### config.mk
export PLATFORM = sky130hd
export DESIGN_NAME = dmem_arbiter
export DESIGN_NICKNAME = d
export VERILOG_FILES = /design/src/rtl/dmem_pkg.sv /design/src/rtl/rr_arbiter2.sv /design/src/rtl/dmem_arbiter.sv
export SDC_FILE = /design/constraint.sdc
export NUM_CORES = 1
export LEC_CHECK = 0
export BUFFER_PORTS_ARGS = -buffer_cell sky130_fd_sc_hd__buf_2
export CAP_MARGIN = 30
export CORE_AREA = 10 10 223 225
export CTS_CLUSTER_DIAMETER = 60
export CTS_CLUSTER_SIZE = 28
export DETAILED_ROUTE_END_ITERATION = 8
export DIE_AREA = 0 0 233 235
export PLACE_DENSITY = 0.53
export SYNTH_ARGS = -nofsm -noshare
export SYNTH_HDL_FRONTEND = slang
export SYNTH_SLANG_ARGS = --single-unit
### constraint.sdc
create_clock -name clk -period 7.4 [get_ports clk]
set_input_delay 0.37 -clock clk [delete_from_list [all_inputs] [get_ports clk]]
set_output_delay 0.37 -clock clk [all_outputs]
set_load 0.02 [all_outputs]
### src/rtl/dmem_pkg.sv
// Shared definitions for the data-memory arbiter: FSM encoding, port ids
// and the last legal doubleword start address.
package dmem_pkg;

    typedef enum logic [1:0] {
        ST_IDLE   = 2'd0,
        ST_ACCESS = 2'd1,
        ST_RESP   = 2'd2
    } state_e;

    localparam logic PORT_CPU = 1'b0;
    localparam logic PORT_DBG = 1'b1;

    localparam int unsigned DMEM_BYTES = 64;

    function automatic logic [63:0] addr_last(input int unsigned mem_bytes);
        return 64'(mem_bytes) - 64'd8;
    endfunction

    localparam logic [63:0] DMEM_ADDR_LAST = addr_last(DMEM_BYTES);

endpackage

### src/rtl/rr_arbiter2.sv
// Two-way round-robin grant: a lone requester always wins, a tie goes to the
// port named by rr_ptr.
module rr_arbiter2
    import dmem_pkg::*;
(
    input  logic valid0,
    input  logic valid1,
    input  logic rr_ptr,
    output logic grant0,
    output logic grant1
);

    assign grant0 = valid0 && (!valid1 || (rr_ptr == PORT_CPU));
    assign grant1 = valid1 && (!valid0 || (rr_ptr == PORT_DBG));

endmodule

### src/rtl/dmem_arbiter.sv
// Two-port arbiter for the 64-byte data memory: accepts one request at a time,
// runs a single memory cycle for it and returns a one-cycle response pulse.
module dmem_arbiter
    import dmem_pkg::*;
#(
    parameter int unsigned DATA_W    = 64,
    parameter int unsigned ADDR_W    = 64,
    parameter int unsigned MEM_BYTES = DMEM_BYTES
) (
    input  logic              clk,
    input  logic              reset,
    input  logic              req0_valid,
    output logic              req0_ready,
    input  logic              req0_write,
    input  logic [ADDR_W-1:0] req0_addr,
    input  logic [DATA_W-1:0] req0_wdata,
    output logic              resp0_valid,
    output logic [DATA_W-1:0] resp0_rdata,
    output logic              resp0_err,
    input  logic              req1_valid,
    output logic              req1_ready,
    input  logic              req1_write,
    input  logic [ADDR_W-1:0] req1_addr,
    input  logic [DATA_W-1:0] req1_wdata,
    output logic              resp1_valid,
    output logic [DATA_W-1:0] resp1_rdata,
    output logic              resp1_err,
    output logic [ADDR_W-1:0] mem_addr,
    output logic [DATA_W-1:0] mem_wdata,
    output logic              mem_write,
    output logic              mem_read,
    input  logic [DATA_W-1:0] mem_rdata
);

    localparam logic [ADDR_W-1:0] ADDR_LAST = ADDR_W'(addr_last(MEM_BYTES));

    state_e              state_q, state_d;
    logic                rr_ptr_q, rr_ptr_d;
    logic                port_q, port_d;
    logic                write_q, write_d;
    logic [ADDR_W-1:0]   addr_q, addr_d;
    logic [DATA_W-1:0]   wdata_q, wdata_d;
    logic [ADDR_W-1:0]   mem_addr_q, mem_addr_d;
    logic [DATA_W-1:0]   mem_wdata_q, mem_wdata_d;
    logic                mem_write_q, mem_write_d;
    logic                mem_read_q, mem_read_d;
    logic                resp0_valid_q, resp0_valid_d;
    logic [DATA_W-1:0]   resp0_rdata_q, resp0_rdata_d;
    logic                resp0_err_q, resp0_err_d;
    logic                resp1_valid_q, resp1_valid_d;
    logic [DATA_W-1:0]   resp1_rdata_q, resp1_rdata_d;
    logic                resp1_err_q, resp1_err_d;

    logic                grant0, grant1;
    logic                win_port;
    logic [DATA_W-1:0]   rdata_d;
    logic                err_d;
    logic                in_access, in_resp;

    rr_arbiter2 u_arb (
        .valid0 (req0_valid),
        .valid1 (req1_valid),
        .rr_ptr (rr_ptr_q),
        .grant0 (grant0),
        .grant1 (grant1)
    );

    assign req0_ready = (state_q == ST_IDLE) && grant0 && !reset;
    assign req1_ready = (state_q == ST_IDLE) && grant1 && !reset;
    assign win_port   = grant1;

    // Next-state, request latch and registered-output computation.
    always_comb begin
        state_d  = state_q;
        rr_ptr_d = rr_ptr_q;
        port_d   = port_q;
        write_d  = write_q;
        addr_d   = addr_q;
        wdata_d  = wdata_q;
        rdata_d  = '0;
        err_d    = 1'b0;
        case (state_q)
            ST_IDLE: begin
                if (grant0 || grant1) begin
                    port_d   = win_port;
                    write_d  = win_port ? req1_write : req0_write;
                    addr_d   = win_port ? req1_addr  : req0_addr;
                    wdata_d  = win_port ? req1_wdata : req0_wdata;
                    rr_ptr_d = ~win_port;
                    // Unsigned compare also catches addresses with high bits set.
                    if (addr_d > ADDR_LAST) begin
                        state_d = ST_RESP;
                        err_d   = 1'b1;
                    end else begin
                        state_d = ST_ACCESS;
                    end
                end else begin
                    state_d = ST_IDLE;
                end
            end
            ST_ACCESS: begin
                state_d = ST_RESP;
                if (write_q) begin
                    rdata_d = '0;
                end else begin
                    rdata_d = mem_rdata;
                end
            end
            ST_RESP: begin
                state_d = ST_IDLE;
            end
            default: begin
                state_d = ST_IDLE;
            end
        endcase

        in_access     = (state_d == ST_ACCESS);
        in_resp       = (state_d == ST_RESP);
        mem_addr_d    = in_access ? addr_d  : '0;
        mem_wdata_d   = in_access ? wdata_d : '0;
        mem_write_d   = in_access && write_d;
        mem_read_d    = in_access && !write_d;
        resp0_valid_d = in_resp && (port_d == PORT_CPU);
        resp1_valid_d = in_resp && (port_d == PORT_DBG);
        resp0_rdata_d = resp0_valid_d ? rdata_d : '0;
        resp1_rdata_d = resp1_valid_d ? rdata_d : '0;
        resp0_err_d   = resp0_valid_d && err_d;
        resp1_err_d   = resp1_valid_d && err_d;
    end

    // State and output registers; reset clears everything, aborting any access.
    always_ff @(posedge clk or posedge reset) begin
        if (reset) begin
            state_q       <= ST_IDLE;
            rr_ptr_q      <= PORT_CPU;
            port_q        <= PORT_CPU;
            write_q       <= 1'b0;
            addr_q        <= '0;
            wdata_q       <= '0;
            mem_addr_q    <= '0;
            mem_wdata_q   <= '0;
            mem_write_q   <= 1'b0;
            mem_read_q    <= 1'b0;
            resp0_valid_q <= 1'b0;
            resp0_rdata_q <= '0;
            resp0_err_q   <= 1'b0;
            resp1_valid_q <= 1'b0;
            resp1_rdata_q <= '0;
            resp1_err_q   <= 1'b0;
        end else begin
            state_q       <= state_d;
            rr_ptr_q      <= rr_ptr_d;
            port_q        <= port_d;
            write_q       <= write_d;
            addr_q        <= addr_d;
            wdata_q       <= wdata_d;
            mem_addr_q    <= mem_addr_d;
            mem_wdata_q   <= mem_wdata_d;
            mem_write_q   <= mem_write_d;
            mem_read_q    <= mem_read_d;
            resp0_valid_q <= resp0_valid_d;
            resp0_rdata_q <= resp0_rdata_d;
            resp0_err_q   <= resp0_err_d;
            resp1_valid_q <= resp1_valid_d;
            resp1_rdata_q <= resp1_rdata_d;
            resp1_err_q   <= resp1_err_d;
        end
    end

    assign mem_addr    = mem_addr_q;
    assign mem_wdata   = mem_wdata_q;
    assign mem_write   = mem_write_q;
    assign mem_read    = mem_read_q;
    assign resp0_valid = resp0_valid_q;
    assign resp0_rdata = resp0_rdata_q;
    assign resp0_err   = resp0_err_q;
    assign resp1_valid = resp1_valid_q;
    assign resp1_rdata = resp1_rdata_q;
    assign resp1_err   = resp1_err_q;

endmodule
=== Word level (Yosys, flattened, before mapping) ===
Cells that the tools add are included.

* Add/subtract/negate cells: 0
* Multiply operators: 0
* Div/mod/pow operators: 0
* Magnitude comparators: 1
* Equal/unequal tests: 3
* Shifts and indexed selects: 0
* Muxes and demuxes: 23
* Bitwise gates (word level): 3
* Reductions and logical operators: 21

{| class="wikitable"
|+ Operators by type and width
! operator !! number
|-
| $mux 64 || 12
|-
| $gt 64x6->1 const B || 1
|-
| $logic_and 1x1->1 || 12
|-
| $mux 1 || 8
|-
| $eq 2x1->1 const B || 2
|-
| $logic_not 1->1 || 4
|-
| $mux 2 || 2
|-
| $pmux 2 s2 || 1
|-
| $logic_or 1x1->1 || 3
|-
| $not 1->1 || 3
|-
| $eq 2x2->1 const B || 1
|-
| $logic_not 2->1 || 1
|-
| $reduce_and 2->1 || 1
|}

* Flip-flop bits (word level): 395
* Bits in latches: 0
* Bits in writable memories: 0
* Bits in read-only memories: 0
* Input port bits: 326
* Output and inout port bits: 264
* Logic and storage cells: 67
* Memories: 0

=== Logic depth before layout (Yosys ltp) ===
Gate-level depths: netlist of run 1.

* Depth in word-level cells: 11
* Mapped depth: 8
* Gate-level depth less buffers: 6

=== Modules after synthesis ===
Synthesis of run 1 repeated with hierarchy kept, for this count alone.

* Cell total of the unflattened synthesis: 722
* Area total of the unflattened synthesis: 9285.2 um2

{| class="wikitable"
|+ Modules (own cells, without submodules)
! module !! times used !! cells an instance !! area an instance (um2) !! seq. area each (um2)
|-
| dmem_arbiter || 1 || 719 || 9266.4 || 6681.4
|-
| rr_arbiter2 || 1 || 3 || 18.8 || 0.0
|}

=== Worst setup path before layout of run 1 ===
No wires, ideal clock.

* Kind: input port to output port
* Start: in req0_valid
* End: out req1_ready
* Arrival time: 1.697 ns
* Data required time: 7.030 ns
* Slack: 5.333 ns
* Stages on the path: 6
* Buffers on the path: 3
* Cell sequence: nor2b_1 -> nand2b_1 -> buf_6 -> buf_2 -> buf_2 -> nor4_1

* Longest elaborated chain between the ends: 5

{| class="wikitable"
|+ Ends and longest elaborated chain
! element !! RTL line !! text
|-
| start: declaration || dmem_arbiter.sv:12 || <nowiki>input logic req0_valid,</nowiki>
|-
| $logic_not 1->1 || rr_arbiter2.sv:14 || <nowiki>assign grant1 = valid1 && (!valid0 || (rr_ptr == PORT_DBG));</nowiki>
|-
| $logic_or 1x1->1 || rr_arbiter2.sv:14 ||
|-
| $logic_and 1x1->1 || rr_arbiter2.sv:14 ||
|-
| $logic_and 1x1->1 (2 in a row) || dmem_arbiter.sv:69 || <nowiki>assign req1_ready = (state_q == ST_IDLE) && grant1 && !reset;</nowiki>
|-
| end: declaration || dmem_arbiter.sv:21 || <nowiki>output logic req1_ready,</nowiki>
|}

No other way between the ends.

=== Worst setup path in the final report of run 1 ===
* Start: reg state_q[0]
* End: reg resp0_rdata_q[46], in the netlist resp0_rdata[46]

* Longest elaborated chain between the ends: 5
* Elaborated cells between the ends (all ways): 9
* Classes of those cells: eq/ne (2); mux (4); bitwise (1); reduce/logical (2)

{| class="wikitable"
|+ Ends and longest elaborated chain
! element !! RTL line !! text
|-
| start: declaration || dmem_arbiter.sv:37 || <nowiki>state_e state_q, state_d;</nowiki>
|-
| start signal: assignment || dmem_arbiter.sv:151 || <nowiki>state_q <= state_d;</nowiki>
|-
| $eq 2x1->1 / $logic_not 2->1 (equally long branches) || dmem_arbiter.sv:82 || <nowiki>case (state_q)</nowiki>
|-
| $pmux 2 s2 / $mux 1 (equally long branches) || dmem_arbiter.sv:82 ||
|-
| $eq 2x2->1 / $not 1->1 (equally long branches) || dmem_arbiter.sv:118, dmem_arbiter.sv:123 ||
|-
| $logic_and 1x1->1 || dmem_arbiter.sv:123 || <nowiki>resp0_valid_d = in_resp && (port_d == PORT_CPU);</nowiki>
|-
| $mux 64 * || dmem_arbiter.sv:125 || <nowiki>resp0_rdata_d = resp0_valid_d ? rdata_d : '0;</nowiki>
|-
| net resp0_rdata_d[46] || dmem_arbiter.sv:48 || <nowiki>logic [DATA_W-1:0] resp0_rdata_q, resp0_rdata_d;</nowiki>
|-
| end signal: assignment || dmem_arbiter.sv:162 || <nowiki>resp0_rdata_q <= resp0_rdata_d;</nowiki>
|-
| end: declaration || dmem_arbiter.sv:48 ||
|}

The timed path passes the listed nets; every way through them passes the cells marked *.
A chain may end at the register's enable or synchronous reset.

==> run_results.csv, run 1 <==
group,metric,value,unit
logic_synthesis,synth_area_per_cell,12.6,um^2
timing,fin_skew,0.0181,ns
finish,fin_cells,1981,
cts,clk_latency,0.55,ns
timing,worstMarginPinSlew,0.965,ns
routing,num_vias,7512,
cts,cts-root-buf,"clkbuf_16",
cts,cts-buffers-inserted,24,
logic_synthesis,yosysMostFrequentCell,"dfrtp_1",
worst_setup_path,critPathTopFamily,"buffers and inverters",
worst_setup_path,slowest_delay,0.60,ns
finish,area_delta_synth_final,51.0,%
die,die_w,233,um
pwr,combPwrFrac,0.109,
logic_synthesis,yosysTopAreaCellShare,0.731,
finish,fillers,4740,
die,num_rows,78,
timing,holdWs,-0.0382,ns
die,start_util,0.203,
timing,hold_violations,4,
logic_synthesis,synth-edff-count,0,
timing,fin_setup_tns,0,ns
worst_setup_path,crit_type,"reg2reg",
routing,postRouteAntennaNets,0,
pwr,p_per_area,231,nW/um^2
logic_synthesis,synth_ff_type,"dfrtp_1",
cts,clk_pin_slew,0.08,ns
worst_setup_path,cpMaxStageDelayCell,"buf_4",
worst_setup_path,worst_setup_path_end_kind,"register",
worst_setup_path,critPathMaxFanout,67,
worst_setup_path,worstPathCellList,"nor2_1 -> nand3_1 -> o21ai_4 -> buf_4 -> inv_2 -> buf_4 -> nor2_1",
grt,antenna_found_initial,4,
timing,setup_violations,0,
timing,min_period_over_period,0.334,
timing,min_period,2.47,ns
grt,gr-total-overflow,0,
die,die_h,235,um
grt,grt_pass1_wl,52600,um
finish,area.sequential,6680,um^2
grt,grt_max_degree,147,
pwr,leakagePower,7.96,nW
finish,nNetsFinal,1687,
worst_setup_path,worstPathBufferInverterCount,3,
timing,slew_viol_final,0,
pwr,seqPwrFrac,0.469,
placed_design,hpwlAfterDp,28600,um
placed_design,placedCellCount,1935,
placed_design,portBuffers,589,
cts,cts_sinks,267,
logic_synthesis,netlist-cell-type-count,34,
cts,clockBufferDepth,3,
cts,cts_resized,0,
cts,cts_tree,"yes",
routing,drc,0,
run,cap_violations,0,
logic_synthesis,synthTopCellsByArea,"dfrtp_1 73%, nor2_1 8.1%, mux2i_1 7.7%",
logic_synthesis,syn_area,9140,um^2
logic_synthesis,yosysTopAreaCell,"dfrtp_1",
timing,rsz0062_at_grt,"no",
timing,slew_headroom,0.357,
pwr,ir_drop,0.163,mV
finish,multi_input_area,2450,um^2
routing,first_iter_violations,266,
routing,routed_via_density,3.79,
logic_synthesis,synth_seq_cells,267,
cts,cts_hold_buf,0,
logic_synthesis,async_flop_share,1.00,
pwr,p_int,2.29,mW
grt,grt_pass1_vias,8368,
worst_setup_path,worstSetupStartpointType,"register",
die,core_area,45100,um^2
worst_setup_path,cp.depth,7,
logic_synthesis,ys_warn_count,0,
hold_path,min_path_type,"in2async",
logic_synthesis,postSynthCellCount,723,
grt,track_usage,0.125,
timing,max_freq,0.405,GHz
routing,routed_wl,35800,um
cts,h-tree-depth,1,
cts,post-cts-setup-buffers,0,
die,die_area,54800,um^2
worst_setup_path,rr_worst_depth,7,
run_status,status,"finished, violations left",
finish,final_util,0.306,
logic_synthesis,synth_commonest_cells,"267 x dfrtp_1, 196 x nor2_1, 71 x nand2_1",
routing,wl_per_cell,18.1,um
run_status,violations,"negative hold slack",
worst_setup_path,cp.required,7.87,ns
logic_synthesis,ys_seq_area_frac,0.731,
routing,dr.pass1.iters,4,
finish,drive_above_1_share,0.479,
die,ios,590,
pwr,switching_share,0.279,
placed_design,place.gp.congestion,0.933,
worst_setup_path,arrival,2.94,ns
pwr,clkPwrFrac,0.422,
pwr,power_switching,0.888,mW
[power groups by stage]
stage               clock (mW)  sequential [mW]  combinational (mW)
floorplan                    0             1.54               0.155
global placement             0             1.52               0.353
detailed placement           0             1.52               0.355
CTS                       1.39             1.49               0.356
global route              1.46             1.49               0.382
finish                    1.34             1.49               0.346
[worst reg2reg max path, stage by stage (launching register included)]
cell and delay, ns:
dfrtp_1 0.41, nor2_1 0.28, nand3_1 0.25, o21ai_4 0.10
buf_4 0.60, inv_2 0.11, buf_4 0.37, nor2_1 0.29
[worst paths after layout]
| kind | to | startpoint | slack (ns) |
|---|---|---|---|
| min in group clk | resp1_rdata[25] | mem_rdata[25] | 0.04 |
| worst max register to register | resp0_rdata[46] | state_q[0] | 4.93 |
| max in group asynchronous | mem_addr[24] | reset | 5.98 |
| worst min register to register | rr_ptr_q | rr_ptr_q | 0.52 |
| worst max-delay path | resp0_rdata[46] | state_q[0] | 4.93 |
| worst min-delay path | resp0_err | reset | -0.04 |
[registers in the layout, summed over array words and instances, names as in the netlist]
signal,count
mem_addr,64
mem_wdata,64
write_q,1
mem_write,1
resp1_rdata,64
resp0_rdata,64
resp0_err,1
port_q,1
state_q,2
mem_read,1
resp1_err,1
rr_ptr_q,1
resp1_valid,1
resp0_valid,1
[final cells by class]
type | instances | area share
flip-flops and latches | 267 | 0.484
repair buffers | 597 | 0.219
multi-input cells | 467 | 0.177
well taps | 600 | 0.0544
clock buffers | 27 | 0.0466
clock inverters | 17 | 0.0162
inverters | 4 | 0.00136
diodes | 2 | 0.000363
[cells in the final DEF, fill, tap and decap left out, drive strengths merged]
cell	count
o21ai	3
nand2b	2
or4	2
and4	1
o311ai	2
dfrtp	267
nor4	27
clkinvlp	2
mux2i	70
o21a	3
nand2	71
conb	58
o211a	1
a21o	1
a211oi	2
diode	2
clkinv	4
inv	15
buf	597
mux2	1
a22o	1
nor3	6
a31oi	1
nor2b	2
nand3	1
nor2	205
clkbuf	27
o2111ai	1
o211ai	1
a21oi	1
nand4	4
[through the flow]
step           worst slack [ns]  instance area (um^2)  hold slack, ns  total power, mW
4_1_cts                    4.85                 13800         0.00907             3.24
3_5_place_dp               4.78                 12900           0.506             1.88
2_1_floorplan              3.50                  9350           0.446             1.70
5_1_grt                    4.71                 13800          0.0240             3.33
3_3_place_gp               4.87                 12900           0.498             1.87
6_report                   4.93                 13800         -0.0382             3.18
[routing by layer]
layer	part of all wire	global-route usage	up-vias
li1	-	-	3556
met1	0.37	0.138	3619
met2	0.52	0.222	289
met3	0.088	0.0409	46
met4	0.023	0.0332	2
met5	0.00020	0	-
[logic make-up (layout without fill, tap and decap cells)]
logic type	after synthesis	count (layout)	synth area share
AND/OR/NAND/NOR	321	321	0.147
flip-flops	267	267	0.731
multiplexers	71	71	0.0779
buffers and inverters	46	645	0.0270
AO/OA/AOI/OAI	17	17	0.0162
other	1	60	0.000411
Power figures use the tool's default switching activity.
==> inputs of run 2 (changes only) <==
--- a/config.mk
+++ b/config.mk
@@ -5,14 +5,15 @@
 export SDC_FILE = /design/constraint.sdc
 export NUM_CORES = 1
 export LEC_CHECK = 0
+export ABC_AREA = 1
 export BUFFER_PORTS_ARGS = -buffer_cell sky130_fd_sc_hd__buf_2
 export CAP_MARGIN = 30
-export CORE_AREA = 10 10 223 225
+export CORE_AREA = 10 10 224 226
 export CTS_CLUSTER_DIAMETER = 60
 export CTS_CLUSTER_SIZE = 28
 export DETAILED_ROUTE_END_ITERATION = 8
-export DIE_AREA = 0 0 233 235
-export PLACE_DENSITY = 0.53
+export DIE_AREA = 0 0 234 236
+export PLACE_DENSITY = 0.6
 export SYNTH_ARGS = -nofsm -noshare
 export SYNTH_HDL_FRONTEND = slang
 export SYNTH_SLANG_ARGS = --single-unit
==> constraint.sdc (replaced) <==
create_clock -name clk -period 2.49 [get_ports clk]
set_input_delay 0.1245 -clock clk [delete_from_list [all_inputs] [get_ports clk]]
set_output_delay 0.1245 -clock clk [all_outputs]
set_load 0.02 [all_outputs]
==> run 2 against run 1 <==
The flow now finishes without violations. Clock skew rose by 0.0086 ns. Critical endpoint is now resp0_rdata[12]. Design area rose by 48%. Critical path depth rose by 11. Cell count rose by 46%. Fmax rose by 3.1%. Sequential power rose to 4.2 times the previous value. Count of clock-buffer cells in the layout fell by 1. Synthesized cell count rose by 92%. Via count rose by 61%. Non-clock buffer count rose by 259.
==> run_results.csv, run 2 <==
group,metric,value,unit
worst_setup_path,critPathMaxFanout,16,
placed_design,hpwlAfterDp,36400,um
placed_design,portBuffers,589,
placed_design,dpl_cell_area,17000,um^2
run_status,status,"finished clean",
run,cap_violations,0,
pwr,combPwrFrac,0.275,
logic_synthesis,yosysMostFrequentCell,"nand2_1",
die,die_h,236,um
pwr,ir_drop,0.459,mV
routing,routed_wl,50200,um
pwr,p_per_area,697,nW/um^2
logic_synthesis,ys_seq_area_frac,0.652,
finish,nNetsFinal,2587,
worst_setup_path,cp.required,2.92,ns
pwr,clkPwrFrac,0.290,
placed_design,dp_slack,0.00561,ns
routing,wl_met2,24800,um
timing,setup_ws,0.0964,ns
logic_synthesis,synth_area_per_cell,9.30,um^2
logic_synthesis,synth_seq_cells,337,
die,ios,590,
logic_synthesis,ys_warn_count,0,
worst_setup_path,arrival,2.82,ns
timing,hold_violations,0,
routing,first_iter_violations,724,
logic_synthesis,yosysTopAreaCellShare,0.652,
pwr,finalPower,14.2,mW
finish,layout_common_cells,"589 x buf_2, 412 x nand2_1, 337 x dfrtp_1, 220 x nor2_1, 193 x dlygate4sd3_1",
routing,wl_per_cell,17.4,um
cts,clk_latency,0.55,ns
die,num_rows,79,
logic_synthesis,netlist-cell-type-count,20,
grt,grt_pass1_wl,71800,um
routing,postRouteAntennaNets,0,
finish,area_delta_synth_final,57.6,%
grt,grt_max_degree,104,
pwr,switching_share,0.313,
routing,dr.pass1.iters,5,
timing,rsz0062_at_grt,"yes",
cts,cts_sinks,337,
grt,grt_pass1_vias,12500,
cts,cts_tree,"yes",
timing,slew_headroom,0.509,
timing,min_period_over_period,0.961,
finish,fin_cells,2889,
pwr,seqPwrFrac,0.435,
pwr,power_switching,4.45,mW
timing,min_period,2.39,ns
cts,clockBufferDepth,3,
worst_setup_path,worstSetupStartpointType,"register",
cts,clk_pin_slew,0.09,ns
grt,antenna_found_initial,5,
logic_synthesis,synth_commonest_cells,"419 x nand2_1, 337 x dfrtp_1, 233 x nor2_1",
logic_synthesis,async_flop_share,1.00,
finish,final_common_cell,"buf_2",
worst_setup_path,crit_type,"reg2reg",
hold_path,min_path_type,"in2reg",
pwr,leakagePower,11.4,nW
routing,num_vias,12100,
logic_synthesis,synth-edff-count,0,
routing,highest_layer,"met5",
cts,cts-root-buf,"clkbuf_16",
timing,fin_skew,0.0267,ns
finish,fillers,4382,
logic_synthesis,synth_ff_type,"dfrtp_1",
logic_synthesis,postSynthCellCount,1391,
placed_design,placedCellCount,2623,
routing,met3_length,4040,um
timing,worstMarginPinSlew,0.729,ns
cts,cts-buffers-inserted,23,
placed_design,place.gp.congestion,0.905,
finish,multi_input_area,4010,um^2
timing,slew_viol_final,0,
routing,wirelength_met1,19700,um
worst_setup_path,worst_setup_path_end_kind,"register",
die,die_w,234,um
finish,area.sequential,8430,um^2
die,start_util,0.282,
die,die_area,55200,um^2
logic_synthesis,synthTopCellsByArea,"dfrtp_1 65%, nand2_1 12%, nor2_1 6.8%",
finish,drive_above_1_share,0.358,
routing,drc,0,
logic_synthesis,syn_area,12900,um^2
pwr,p_int,9.76,mW
finish,fin_area,20400,um^2
grt,track_usage,0.165,
timing,setup_violations,0,
grt,gr-total-overflow,0,
routing,routed_via_density,4.19,
die,core_area,45900,um^2
logic_synthesis,yosysTopAreaCell,"dfrtp_1",
cts,h-tree-depth,1,
timing,max_freq,0.418,GHz
-- run 2: cell types whose count changed after synthesis, moves of 27 or more --
cell / before / now
dfrtp_1: 267 / 337
mux2i_1: 70 / 0
nor4_1: 27 / 0
o21ai_0: 2 / 71
nor2_1: 196 / 233
inv_1: 4 / 124
or2_2: 0 / 67
nand2_1: 71 / 419
-- run 2: path summary, 6_finish.rpt --
path | startpoint | to | slack (ns) | cells past startpoint
min in group asynchronous | reset | resp1_err | 0.23 | 3
max in group asynchronous | reset | mem_wdata[27] | 1.36 | 4
worst max register to register | rr_ptr_q | resp0_rdata[12] | 0.1 | 18
worst max-delay path | rr_ptr_q | resp0_rdata[12] | 0.1 | 18
worst min register to register | addr_q[2] | addr_q[2] | 0.54 | 2
worst min-delay path | req1_wdata[12] | wdata_q[12] | 0.02 | 5
-- run 2: worst max-delay path, stage by stage, from the launching register on --
cell	delay, ns
dfrtp_1	0.43
nand2_4	0.14
buf_12	0.13
nand2_8	0.09
buf_6	0.15
nand2_2	0.05
nand2_1	0.05
nor2_1	0.10
nand2_1	0.07
nor2_2	0.10
nand2_1	0.07
nor2_2	0.15
nand3_2	0.09
nand2_2	0.09
nand2_4	0.08
nand2_4	0.12
buf_12	0.15
buf_12	0.15
nor2_1	0.06
-- run 2: what timing repair did --
| item | in CTS | in global routing |
|---|---|---|
| setup buffers | 0 | 13 |
| hold buffers | 193 | 0 |
| hold endpoints to repair | 244 | 0 |
| resized for setup | 1 | 49 |
| setup endpoints to repair | 9 | 212 |
| pin swaps | 0 | 23 |
| cloned | 0 | 14 |
-- run 2: power by group through the flow --
stage | sequential (mW) | clock [mW] | combinational (mW)
3_5_place_dp | 6.31 | 0 | 3.04
5_1_grt | 6.25 | 4.47 | 4.33
6_report | 6.19 | 4.12 | 3.90
2_1_floorplan | 6.34 | 0 | 1.95
3_3_place_gp | 6.28 | 0 | 2.99
4_1_cts | 6.20 | 4.24 | 3.45
-- run 2: metal layers --
metal	GRT usage	up-vias
li1	-	5851
met1	0.193	5670
met2	0.286	486
met3	0.0420	89
met4	0.0590	2
met5	0	-
-- run 2: kinds of logic (layout without fill, tap and decap cells) --
logic type / Yosys count / in the layout / synth area share
and+or+nand+nor: 755 / 760 / 0.239
DFF: 337 / 337 / 0.652
buffers and inverters: 201 / 1025 / 0.0717
other: 1 / 63 / 0.000290
AOI/OAI and AO/OA: 97 / 97 / 0.0375
-- run 2: area by class of cell --
type / instances / area share
sequential: 337 / 0.414
tap: 607 / 0.0373
clock buffer: 26 / 0.0298
clock inverter: 15 / 0.0112
multi-input combinational: 915 / 0.197
timing repair buffer: 856 / 0.287
inverter: 128 / 0.0242
antenna: 5 / 0.000614
-- run 2: metrics by stage --
stage | hold WS, ns | util | setup TNS (ns)
4_1_cts | 0.00427 | 0.432 | 0
5_1_grt | 0.0450 | 0.444 | -7.04
3_3_place_gp | 0.226 | 0.371 | 0
6_report | 0.0171 | 0.445 | 0
2_1_floorplan | 0.269 | - | -720.87
3_5_place_dp | 0.225 | 0.371 | 0
==> inputs of run 3 (changes only) <==
--- a/config.mk
+++ b/config.mk
@@ -7,13 +7,13 @@
 export LEC_CHECK = 0
 export ABC_AREA = 1
 export BUFFER_PORTS_ARGS = -buffer_cell sky130_fd_sc_hd__buf_2
-export CAP_MARGIN = 30
-export CORE_AREA = 10 10 224 226
+export CORE_AREA = 10 10 223 225
 export CTS_CLUSTER_DIAMETER = 60
 export CTS_CLUSTER_SIZE = 28
 export DETAILED_ROUTE_END_ITERATION = 8
-export DIE_AREA = 0 0 234 236
+export DIE_AREA = 0 0 233 235
 export PLACE_DENSITY = 0.6
 export SYNTH_ARGS = -nofsm -noshare
 export SYNTH_HDL_FRONTEND = slang
+export SYNTH_HIERARCHICAL = 1
 export SYNTH_SLANG_ARGS = --single-unit
==> constraint.sdc (replaced) <==
create_clock -name clk -period 2.49 [get_ports clk]
set_input_delay 0.3735 -clock clk [delete_from_list [all_inputs] [get_ports clk]]
set_output_delay 0.3735 -clock clk [all_outputs]
set_load 0.02 [all_outputs]
==> run 3 against run 2 <==
Via count is 10% lower. First-iteration DRC count is 22% lower. Critical endpoint is now resp0_rdata[13]. Worst setup slack worse by 0.0023 ns. Register-to-register slack hardly changed. Core utilization is 3.9 points lower. Design area is 10% lower.
==> run_results.csv, run 3 <==
group,metric,value,unit
run_status,status,"finished clean",
grt,gr-total-overflow,0,
grt,grt_pass1_wl,66400,um
timing,setup_violations,0,
die,die_h,235,um
grt,grt_pass1_vias,11500,
logic_synthesis,synth_seq_cells,337,
worst_setup_path,crit_type,"reg2reg",
routing,routed_wl,46200,um
finish,drive_above_1_share,0.394,
logic_synthesis,synth-edff-count,0,
pwr,leakagePower,10.4,nW
timing,min_period,2.40,ns
pwr,p_per_area,826,nW/um^2
finish,layout_common_cells,"589 x buf_2, 403 x nand2_1, 337 x dfrtp_1, 217 x nor2_1, 116 x inv_1",
finish,nNetsFinal,2373,
die,core_area,45100,um^2
worst_setup_path,slowest_delay,0.41,ns
finish,fin_cells,2664,
hold_path,hold_start,"mem_rdata[54]",
worst_setup_path,rr_worst_depth,16,
placed_design,dp_slack,-0.0973,ns
worst_setup_path,critPathMaxFanout,16,
placed_design,hpwlAfterDp,35400,um
routing,routed_via_density,4.09,
finish,area.sequential,8430,um^2
logic_synthesis,yosysMostFrequentCell,"nand2_1",
worst_setup_path,worstSetupStartpointType,"register",
cts,cts-buffers-inserted,24,
die,die_w,233,um
hold_path,hold_path_end,"resp0_rdata[54]",
timing,rsz0062_at_grt,"yes",
worst_setup_path,cp.required,2.93,ns
finish,fillers,4495,
routing,drc,0,
timing,slew_viol_final,0,
logic_synthesis,yosysTopAreaCellShare,0.658,
worst_setup_path,worstPathCellList,"nand2_2 -> nand2_4 -> buf_12 -> or2_2 -> o21ai_1 -> nand2_1 -> nor2_1 -> nand2_2 -> nor2_2 -> nand3_2 -> nand2_2 -> nand2_4 -> nand2_4 -> buf_12 -> buf_12 -> nor2_1",
logic_synthesis,yosysTopAreaCell,"dfrtp_1",
timing,slew_headroom,0.585,
timing,setup_ws,0.0942,ns
placed_design,placedCellCount,2603,
die,start_util,0.284,
routing,dr.pass1.iters,5,
finish,fin_area,18300,um^2
routing,num_vias,10900,
die,num_rows,78,
cts,cts_tree,"yes",
timing,worstMarginPinSlew,0.622,ns
logic_synthesis,ys_seq_area_frac,0.658,
timing,fin_skew,0.0128,ns
finish,final_common_cell,"buf_2",
finish,area_delta_synth_final,42.7,%
logic_synthesis,postSynthCellCount,1370,
grt,grt_max_degree,90,
timing,min_period_over_period,0.962,
worst_setup_path,arrival,2.84,ns
routing,first_iter_violations,562,
logic_synthesis,synth_ff_type,"dfrtp_1",
hold_path,hold_depth,3,
placed_design,place.gp.congestion,0.881,
logic_synthesis,synth_commonest_cells,"407 x nand2_1, 337 x dfrtp_1, 235 x nor2_1",
timing,max_freq,0.417,GHz
timing,hold_violations,0,
pwr,ir_drop,0.380,mV
cts,clk_pin_slew,0.10,ns
cts,h-tree-depth,1,
hold_path,min_path_type,"in2reg",
routing,wl_per_cell,17.3,um
cts,cts_sinks,337,
cts,cts-root-buf,"clkbuf_16",
logic_synthesis,syn_area,12800,um^2
die,die_area,54800,um^2
worst_setup_path,r2r_end,"resp0_rdata[13]",
logic_synthesis,ys_warn_count,6,
worst_setup_path,critPathTopFamily,"simple AND/OR/NAND/NOR gates",
cts,clk_latency,0.55,ns
die,ios,590,
logic_synthesis,synthTopCellsByArea,"dfrtp_1 66%, nand2_1 12%, nor2_1 6.9%",
cts,clockBufferDepth,3,
grt,antenna_found_initial,1,
logic_synthesis,netlist-cell-type-count,24,
worst_setup_path,worst_setup_path_end_kind,"register",
worst_setup_path,worstPathBufferInverterCount,3,
placed_design,portBuffers,589,
logic_synthesis,synth_area_per_cell,9.35,um^2
placed_design,dpl_cell_area,17000,um^2
routing,postRouteAntennaNets,0,
logic_synthesis,async_flop_share,1.00,
worst_setup_path,cpMaxStageDelayCell,"dfrtp_1",
run,cap_violations,0,
worst_setup_path,reg2reg_slack,0.09,ns
grt,track_usage,0.154,
worst_setup_path,r2r-start,"rr_ptr_q",
finish,multi_input_area,3860,um^2
run 3: kinds of logic (layout without fill, tap and decap cells):
kind of cell / Yosys count / after routing / synth area share
buffers and inverters: 193 / 829 / 0.0671
other: 1 / 59 / 0.000293
AO/OA/AOI/OAI: 108 / 108 / 0.0431
AND/OR/NAND/NOR: 731 / 731 / 0.231
flip-flops: 337 / 337 / 0.658
run 3: worst max-delay path by stage:
stage	from	to	slack, ns	cells past startpoint
final	rr_ptr_q	resp0_rdata[13]	0.09	16
after global placement	req0_valid	resp1_rdata[22]	-0.08	18
after floorplan	reset	addr_q[0]	-2.39	1
after detailed placement	req1_valid	resp1_rdata[21]	-0.1	18
after CTS	rr_ptr_q	resp1_rdata[21]	0.004	16
after global routing	rr_ptr_q	resp0_rdata[18]	-0.06	17
run 3: area by class of cell:
type                    instances  share of cell area
flip-flops and latches        337               0.461
repair buffers                666               0.214
multi-input cells             897               0.211
well taps                     600              0.0410
clock buffers                  25              0.0336
inverters                     121              0.0251
clock inverters                17              0.0135
diodes                          1            0.000137
run 3: repair_timing:
action / CTS / global route
hold endpoints to repair: 8 / 0
hold buffers: 1 / 0
cloned: 0 / 12
gates resized for setup: 1 / 33
buffers inserted: 0 / 5
pin swaps: 0 / 5
setup endpoints to repair: 3 / 145
run 3: through the flow:
step	utilization	hold WS, ns	power, mW	setup TNS, ns
finish	0.406	0.0614	15.1	0
global route	0.406	0.0437	16.1	-2.45
CTS	0.396	0.0343	14.7	0
detailed placement	0.377	0.431	10.5	-5.37
global placement	0.377	0.432	10.4	-5.83
floorplan	-	0.477	9.17	-804.78
run 3: worst reg2reg max path: stages, from the launching register on:
cell and delay [ns]:
dfrtp_1 0.41, nand2_2 0.08, nand2_4 0.09, buf_12 0.16, or2_2 0.30, o21ai_1 0.08
nand2_1 0.06, nor2_1 0.12, nand2_2 0.10, nor2_2 0.15, nand3_2 0.09, nand2_2 0.09
nand2_4 0.09, nand2_4 0.12, buf_12 0.15, buf_12 0.16, nor2_1 0.05
run 3: report_power, final:
group          internal [mW]  switching [mW]
clock network           1.96            2.18
logic                   1.92            2.72
registers               6.14           0.167
total                   10.0            5.07
run 3: per-layer routing:
layer | wire (um) | vias to the layer above | share of wire | GRT usage
met3 | 3520 | 51 | 0.076 | 0.0388
met4 | 949 | 0 | 0.021 | 0.0387
met1 | 18900 | 5075 | 0.41 | 0.187
met2 | 22800 | 387 | 0.49 | 0.265
li1 | - | 5376 | - | -
met5 | 0 | - | 0 | 0
